<file path="src/rtl/nibble_serial_adder_ctrl.sv">
// Serial wide adder: reuses one 4-bit ripple-carry adder, one nibble per clock,
// least-significant nibble first. The inter-nibble carry is held in a register.

module ripple_carry_adder_4bit (
  input  logic [3:0] a,
  input  logic [3:0] b,
  input  logic       cin,
  output logic [3:0] sum,
  output logic       cout
);
  logic [4:0] c;

  always_comb begin
    c    = '0;
    sum  = '0;
    c[0] = cin;
    for (int i = 0; i < 4; i++) begin
      sum[i]   = a[i] ^ b[i] ^ c[i];
      c[i+1]   = (a[i] & b[i]) | (c[i] & (a[i] ^ b[i]));
    end
  end

  assign cout = c[4];
endmodule

// Command handshake: start is accepted on a rising edge while the block is in
// IDLE or DONE; busy is high for the NIBBLES cycles of RUN; done pulses for one
// cycle after Sum/Cout are loaded, and start is ignored while busy.
module nibble_serial_adder_ctrl #(
  parameter int NIBBLES = 4
) (
  input  logic                 clk,
  input  logic                 rst_n,
  input  logic                 start,
  input  logic [4*NIBBLES-1:0] A,
  input  logic [4*NIBBLES-1:0] B,
  input  logic                 Cin,
  output logic                 busy,
  output logic                 done,
  output logic [4*NIBBLES-1:0] Sum,
  output logic                 Cout
);
  localparam int W  = 4 * NIBBLES;
  localparam int CW = ($clog2(NIBBLES + 1) > 1) ? $clog2(NIBBLES + 1) : 1;

  typedef enum logic [1:0] {IDLE, RUN, DONE} state_t;

  state_t          state;
  logic [W-1:0]    a_q;
  logic [W-1:0]    b_q;
  logic            carry_q;
  logic [W-1:0]    res_q;
  logic [CW-1:0]   cnt_q;

  logic [3:0]      add_sum;
  logic            add_cout;
  logic [W-1:0]    sum_ext;
  logic [W-1:0]    res_next;
  logic            last_nibble;

  ripple_carry_adder_4bit u_adder (
    .a    (a_q[3:0]),
    .b    (b_q[3:0]),
    .cin  (carry_q),
    .sum  (add_sum),
    .cout (add_cout)
  );

  // New nibble enters at the top so that after NIBBLES shifts nibble 0 sits at the bottom.
  assign sum_ext     = W'(add_sum);
  assign res_next    = (res_q >> 4) | (sum_ext << (W - 4));
  assign last_nibble = (cnt_q == CW'(NIBBLES - 1));

  always_ff @(posedge clk or negedge rst_n) begin
    if (!rst_n) begin
      state   <= IDLE;
      a_q     <= '0;
      b_q     <= '0;
      carry_q <= 1'b0;
      res_q   <= '0;
      cnt_q   <= '0;
      busy    <= 1'b0;
      done    <= 1'b0;
      Sum     <= '0;
      Cout    <= 1'b0;
    end else begin
      case (state)
        IDLE, DONE: begin
          done <= 1'b0;
          if (start) begin
            a_q     <= A;
            b_q     <= B;
            carry_q <= Cin;
            cnt_q   <= '0;
            busy    <= 1'b1;
            state   <= RUN;
          end else begin
            busy  <= 1'b0;
            state <= IDLE;
          end
        end
        RUN: begin
          res_q   <= res_next;
          carry_q <= add_cout;
          a_q     <= a_q >> 4;
          b_q     <= b_q >> 4;
          cnt_q   <= cnt_q + CW'(1);
          if (last_nibble) begin
            Sum   <= res_next;
            Cout  <= add_cout;
            busy  <= 1'b0;
            done  <= 1'b1;
            state <= DONE;
          end
        end
        default: begin
          busy  <= 1'b0;
          done  <= 1'b0;
          state <= IDLE;
        end
      endcase
    end
  end
endmodule

</file>
<file path="config.mk">
export PLATFORM = sky130hd
export DESIGN_NAME = nibble_serial_adder_ctrl
export DESIGN_NICKNAME = d
export VERILOG_FILES = /design/src/rtl/nibble_serial_adder_ctrl.sv
export SDC_FILE = /design/constraint.sdc
export NUM_CORES = 1
export LEC_CHECK = 0
export ABC_AREA = 1
export CORE_MARGIN = 8
export CORE_UTILIZATION = 56
export DETAILED_ROUTE_END_ITERATION = 12
export GPL_ROUTABILITY_DRIVEN = 0
export PLACE_DENSITY = 0.87
export REMOVE_ABC_BUFFERS = 1
export SLEW_MARGIN = 20
export SYNTH_ARGS = -nofsm -noshare
export SYNTH_HDL_FRONTEND = slang
export SYNTH_SLANG_ARGS = --single-unit
export TNS_END_PERCENT = 50
</file>
<file path="constraint.sdc">
create_clock -name clk -period 5.2 [get_ports clk]
set_clock_uncertainty 0.1 [all_clocks]
set_input_delay 0.78 -clock clk [delete_from_list [all_inputs] [get_ports clk]]
set_output_delay 0.78 -clock clk [all_outputs]
set_load 0.03 [all_outputs]
</file>
==> summary.md, run 1 <==
The run finished with clean final reports. After the last flow step, the layout net total stands at 474. At the worst endpoint, the required time is 5.33 ns.

The number of clock buffers added by TritonCTS is 9. Setup repair after global routing left no endpoint under its margin. In this run the power density over the cells is 650.3 mW/mm^2. The compound-cell area share of the yosys netlist works out to 5.680%. Starting utilization of the core area: 57.60%.

The run gives 387 um as the met3 routed wirelength. Kind of start point of the critical path: a flop. The floorplan step set the die height to 91.26 um. A synthesized cell averages 8.260 sq um. The number of H-tree branching levels was 3. For the estimated wirelength of the detail-placed design, the log shows 4193 um.

The via density per instance came out at 4.886. In this run the worst hold path is classified as reg -> reg. Top-level port count: 55. The analysis attributes to net switching a power of 1088 uW. The delay of the slowest critical-path stage is 0.98 ns. For the pin with the worst max-slew slack, the measured transition is 0.9684 ns. The clock-pin transition on the worst setup and hold timing paths was 0.07 ns; the post-CTS setup-driven buffer insertion count was 0.

Of the cells placed in the final design, the portion with a size suffix greater than 1 is 6.178%. The synthesis-to-finish area growth came out at 22.45%. Traced cell by cell, the critical path runs through nand2_4 > nand2_4 > inv_4 > nand2_1 > nand2_1.

The power share of the combinational group came out at 45.5%. Mapped cell area: 0.003172 sq mm. The clock passes through at most 2 buffers.

The leakage power figure was 0.002053 uW. The first-pass iteration count of the detailed router came out at 4. Along the worst path, the maximum fanout reaches 52. The number of pins with negative max-slew slack in the final report was 0. Leaving out fill and tap cells, the most frequent cell in the layout is sky130_fd_sc_hd__nand2_1. STA puts the critical path data arrival time at 2.69 ns.

The port buffer count was 54. Clock tree synthesis selected as its root buffer the cell sky130_fd_sc_hd__clkbuf_8. After filler insertion, the fill cell instance count of the layout stands at 430.

The top cell types in the final layout, fill and taps aside, are sky130_fd_sc_hd__nand2_1 (126), sky130_fd_sc_hd__inv_1 (70), sky130_fd_sc_hd__dfrtp_1 (68), sky130_fd_sc_hd__clkdlybuf4s50_1 (53), sky130_fd_sc_hd__nand3_1 (49). The placed instances occupy a cell area of 0.003682 sq mm. The first global-routing pass estimated 10,740 um of wire. TritonCTS built the clock tree. For this block, wires on met1 add up to 2689 um. Cells fill 70.53% of the core in the end. Once layout is done, the placed cells without fillers occupy 0.003884 sq mm.

The synthesis-stage register bit count was 68; the headroom to the max-slew limit was 35.44%. The tools report the number of global-route vias before repair as 2,494. The accumulated negative setup slack is 0 ns. The highest layer touched by signal routing is met4. Summing all multi-input logic gate instances after layout gives 0.001069 sq mm.

The routed wirelength normalized by instance count works out to 12.35 um. The sequential cells in the finished layout cover a total of 0.001702 sq mm. The tools report the final routed DRC violation total as 0. The xor-xnor portion of the synthesized cell area is 0%. Synthesis instantiated 20 different standard cells from the library. Summed over all layers, the global routing overflow is 0. For this block, the initial DRC count from the detailed router was 135. The power consumption is 2526 uW.

Across every metal layer, demand over resource in global routing totals 15.71%. The adder-cell share of the synthesized area works out to 3.314%. STA classifies the critical path endpoint as a flop. The tool flagged a number of max-cap violations equal to 0. Grouping stages by cell kind, the critical path spends the most delay in simple AND/OR/NAND/NOR gates.

The cell count after synthesis came out at 384. Setup-violating endpoint count in the final report: 0. The hold violation count in the final report came out at 0.

The met2 routed wirelength was 3061 um. The synthesized-area fraction occupied by and/or/nand/nor cells is 24.69%, and the final wirelength is 6286 um. Clock latency at the later pin of the worst-skew pair: 0.35 ns. Dividing the final minimum period by the clock period gives 49.12%. The detail route stage leaves a number of antenna-violating nets equal to 0. Per report_power, the clock group accounts for 17.3% of the total. The logs give 0 for the hold buffer count at cts and 0 for the number of cells upsized or downsized after cts. The slowest stage of the critical path belongs to the cell sky130_fd_sc_hd__dfrtp_1. For this run, the top clock speed supported by timing is 0.3915 GHz. In the synthesized netlist, mux cells make up 0% of the area. The clock drives 68 sinks. The final critical path time including I/O delays and setup is 2.554 ns, and the initial antenna violation count is 0.

The internal portion of the total power is 1438 uW. The classification of the worst setup path was reg -> reg. Largest net degree at the start of global routing: 69. The number of vias after detailed routing is 2,487, and the switching fraction of total power is 43.06%. The die covers 0.008328 sq mm.

The floorplan step set the die width to 91.26 um. The run gives 37.2% as the sequential group share of total power. The dominant combinational cell family by area after synthesis is simple AND/OR/NAND/NOR gates. The number of buffer and inverter instances along the worst setup path is 1.

For the maximum VDD drop, the log shows 0.0002862 V. The number of antenna diodes in the final layout is 0. The core region is 0.005507 sq mm.

The number of rows in the core area is 27, and the share of synthesized area occupied by flip-flops and latches is 53.65%. Yosys printed 0 warnings.
-- synthesized netlist by cell type, drive strengths merged --
master,n,area [sq um]
fa,4,80.08
dfrtp,68,1702
a21oi,1,5.000
inv,73,279.0
ha,2,25.02
nand2,130,513.0
nand3,49,245.2
or2,1,6.260
nor2,3,18.77
buf,16,115.1
o21ai,35,175.2
clkbuf,2,7.510
-- logic make-up after synthesis --
family,count (synthesis)
buffers and inverters,91
DFF,68
adders and majority gates,6
and+or+nand+nor,183
AOI/OAI and AO/OA,36
-- power by group through the flow --
stage	combinational, uW	clock (uW)	sequential [uW]
after floorplan	694	0	1030
after global placement	1090	0	936
after detailed placement	1150	0	948
after CTS	1160	444	940
after global routing	1310	464	970
final	1150	437	940
-- cell type report --
cell class / instances / area share (%)
clock buffers: 10 / 3.544
well taps: 72 / 2.320
inverters: 73 / 7.184
repair buffers: 55 / 13.98
multi-input cells: 225 / 27.51
clock inverters: 6 / 1.643
flip-flops and latches: 68 / 43.81
-- registers in the layout (all words and copies together) (netlist names) --
register  count
Sum          16
a_q          16
b_q          16
res_q        12
cnt_q         3
Cout          1
busy          1
carry_q       1
done          1
state         1
-- tightest hold or removal path, cell delays in order (launching register included) --
cell and delay [ns]:
sky130_fd_sc_hd__dfrtp_1 0.35, sky130_fd_sc_hd__nand2_1 0.06, sky130_fd_sc_hd__nand2_1 0.05
-- final timing paths --
kind | start | to | slack, ns | cells after the start
setup / recovery | state[0] | b_q[0] | 2.65 | 5
setup reg to reg | state[0] | b_q[0] | 2.65 | 5
max in group asynchronous | rst_n | b_q[4] | 3.94 | 2
min in group asynchronous | rst_n | Sum[3] | 0.51 | 2
hold / removal | busy | busy | 0.38 | 2
hold reg to reg | busy | busy | 0.38 | 2
-- stage by stage --
| stage | hold WS (ns) | cells | setup WS [ns] |
|---|---|---|---|
| floorplan | 0.3422 | 366 | 3.010 |
| global placement | 0.3529 | 493 | 2.783 |
| detailed placement | 0.3604 | 493 | 2.684 |
| CTS | 0.3795 | 509 | 2.660 |
| global route | 0.3985 | 509 | 2.439 |
| finish | 0.3769 | 509 | 2.646 |
-- per-layer routing --
layer,GRT usage [%],vias to the layer above
met5,0,-
met4,9.141,0
met3,4.033,13
met2,25.82,86
met1,18.25,1129
li1,-,1259
Note: power is estimated with default switching activity, not from simulation.
==> inputs of run 2 (changes only) <==
Settings changed: CORE_UTILIZATION 56 to 53, PLACE_DENSITY 0.87 to 0.83.
Clock period 5.2 ns to 2.4 ns, I/O delays scaled along.
==> summary.md, run 2 (same netlist as run 1, synthesis figures left out) <==
The worst setup path is of the reg -> reg kind. The number of cells on the worst hold path is 2, and the proportion of power drawn by the clock network is 18.0%. The TritonCTS sink count was 68; the number of nets in the final layout was 478.

The signal on the critical path passes through fa_1 > inv_1 > fa_1 > inv_1 > fa_1 > inv_1 > fa_1 > o21ai_1. The run gives 4329 um as the estimated wirelength of the detail-placed design. The largest net degree at the start of global routing is 45, and the vertical die dimension is 93.36 um. The initial antenna violation count is 0.

The run finished with clean final reports. The cell count of the worst reg-to-reg path was 8; the multi-input gate area in the final layout was 0.001069 sq mm. The routed wirelength normalized by instance count was 12.31 um. Setup repair after global routing left no endpoint under its margin. Summing all flip-flop and latch instances after layout gives 0.001702 sq mm. Cells with a size suffix above 1 make up 6.803% of the layout.

Counting the buffers created by CTS gives 9. The biggest fanout along the worst timing path was 2. The port buffer count was 54; the slew of the pin with the lowest slew margin was 0.6024 ns. Clock-pin slew was measured on the worst setup and hold paths at 0.07 ns. For this configuration, the core starts out at a cell density of 54.21%. In this run the worst hold path is classified as reg -> reg. The first detailed-routing pass took 4 iterations. The number of pins with negative max-slew slack in the final report came out at 0. The final layout contains routed wiring with a total length of 6351 um. After detailed routing, the number of vias per cell comes to 4.870. The top cell types in the final layout, fill and taps aside, are sky130_fd_sc_hd__nand2_1 (126), sky130_fd_sc_hd__inv_1 (70), sky130_fd_sc_hd__dfrtp_1 (68), sky130_fd_sc_hd__clkdlybuf4s50_1 (53), sky130_fd_sc_hd__nand3_1 (49). Accumulated negative setup slack: 0 ns.

The tools report the sequential group share of total power as 35.6%. The run gives 2.55 ns as the critical path data required time. Worst flop-to-flop path endpoint: Sum[15]. TritonCTS built the clock tree. The reg2reg setup slack came out at 0.14 ns. For the number of vias after detailed routing, the log shows 2,513.

For hold timing, the worst endpoint is busy. Hold violation count in the final report: 0. In this run switching power makes up 42.07% of total power. The tools report the design internal power as 3220 uW. The data arrival time of the worst path came out at 2.41 ns. The tool flagged a number of max-cap violations equal to 0. The first routing iteration left 178 violations. The final period utilization is 94.18%.

Power spread over the standard cell area amounts to 1408 mW/mm^2. In the global route stage, overall resource usage came out at 15.95%. The number of nets still failing antenna checks after routing came out at 0. The area enclosed by the die boundary was 0.008716 sq mm. The worst-case IR drop observed on VDD is 0.0006708 V.

The floorplan has 28 rows. The master of the slowest instance on the critical path is sky130_fd_sc_hd__fa_1. During I/O placement, the number of pins put on the boundary was 55. The cell type with the highest occurrence count on the critical path was sky130_fd_sc_hd__fa_1. The number of setup buffers added after CTS is 0. The net switching component of the power was 2338 uW; the floorplan die width was 93.36 um. Static timing analysis puts the maximum clock frequency at 0.4424 GHz. On the worst path, the slowest cell contributes a delay of 0.42 ns. The library cell used most frequently in the layout, excluding fill and tap cells, is sky130_fd_sc_hd__nand2_1. In this run the static leakage power is 0.002086 uW. The power share of the combinational group came out at 46.3%. The clock tree root driver cell was sky130_fd_sc_hd__clkbuf_8.

The startpoint identified for the worst register-to-register timing path is a_q[0]. Setup violations remaining at the end of the flow were counted as 0. The number of H-tree branching levels is 3. The total area inside the core boundary comes to 0.005851 sq mm. After detailed routing, the number of remaining DRC violations is 0.

The diode insertion count for antenna repair was 0. The kind of start point of the critical path was a flop. The largest registers in the layout are Sum (16), a_q (16), b_q (16).

Measured on the finished design, the core utilization comes to 67.45%. The first global-routing pass estimated 11,340 um of wire. After global routing the overflow that remains totals 0.

For the maximum number of buffers from clock root to sink, the log shows 2. The worst hold path begins at busy. The worst setup path is captured at a flop. The filler cells instantiated in the layout total 483.

Compared with the post-synthesis result, the final layout area differs by 24.42%. The number of global-route vias before repair was 2,622; the final critical path time including I/O delays and setup was 2.260 ns. The logs give 0.33 ns for the clock latency at the later pin of the worst-skew pair and 59.84% for the headroom to the max-slew limit.
## run 2: cell count changes in the layout (fill, tap and decap cells not counted), sizes merged
cell,previous run,this run
clkbuf,10,9
dlygate4sd3,0,1
clkinvlp,2,1
bufinv,1,2
buf,2,5
clkinv,3,4
## run 2: stage by stage
step,power [uW],area [sq um],hold WS [ns],std cells,setup WS [ns]
after CTS,5613,3946,0.3775,516,0.1049
after floorplan,3733,3049,-0.03559,366,0.2104
after global placement,4443,3721,0.2884,499,0.1643
after global routing,6094,3946,0.4002,516,0.001427
final,5558,3946,0.3731,516,0.1397
after detailed placement,4573,3721,0.3003,499,0.1201
## run 2: routing by layer
layer / vias up / share of wire [%] / GRT usage (%)
met5: - / 0 / 0
met4: 0 / 0.76 / 5.638
met3: 6 / 6.0 / 4.006
met2: 73 / 49 / 27.14
met1: 1164 / 45 / 19.09
li1: 1270 / - / -
## run 2: layout make-up
type | count | share of cell area (%)
tap | 75 | 2.378
sequential | 68 | 43.12
clock inverter | 7 | 2.315
timing repair buffer | 59 | 14.90
inverter | 73 | 7.070
multi-input combinational | 225 | 27.08
clock buffer | 9 | 3.139
## run 2: worst max-delay path by stage
stage | end | depth (start not counted) | start | slack, ns
final | Sum[15] | 8 | a_q[0] | 0.14
after global routing | Sum[15] | 8 | a_q[0] | 0.001
after CTS | res_q[15] | 8 | a_q[0] | 0.10
after detailed placement | res_q[15] | 8 | a_q[0] | 0.12
after global placement | res_q[15] | 8 | a_q[0] | 0.16
after floorplan | res_q[15] | 8 | a_q[0] | 0.21
## run 2: timing repair
action,in CTS,in global routing
gates resized for setup,0,1
hold buffers,1,0
setup endpoints to repair,0,1
hold endpoints to repair,24,0
## run 2: worst max-delay path: cells and delay by family (launching register included)
family	cells	cell delay, ns
AOI/OAI and AO/OA	1	0.14
DFF	1	0.40
buffers and inverters	3	0.20
adders and majority gates	4	1.35
## run 2: power groups by stage
stage               clock network (uW)  logic (uW)  registers (uW)
floorplan                            0        1500            2230
global placement                     0        2470            1970
detailed placement                   0        2580            2000
CTS                               1030        2610            1980
global route                      1090        2970            2040
finish                            1000        2580            1980
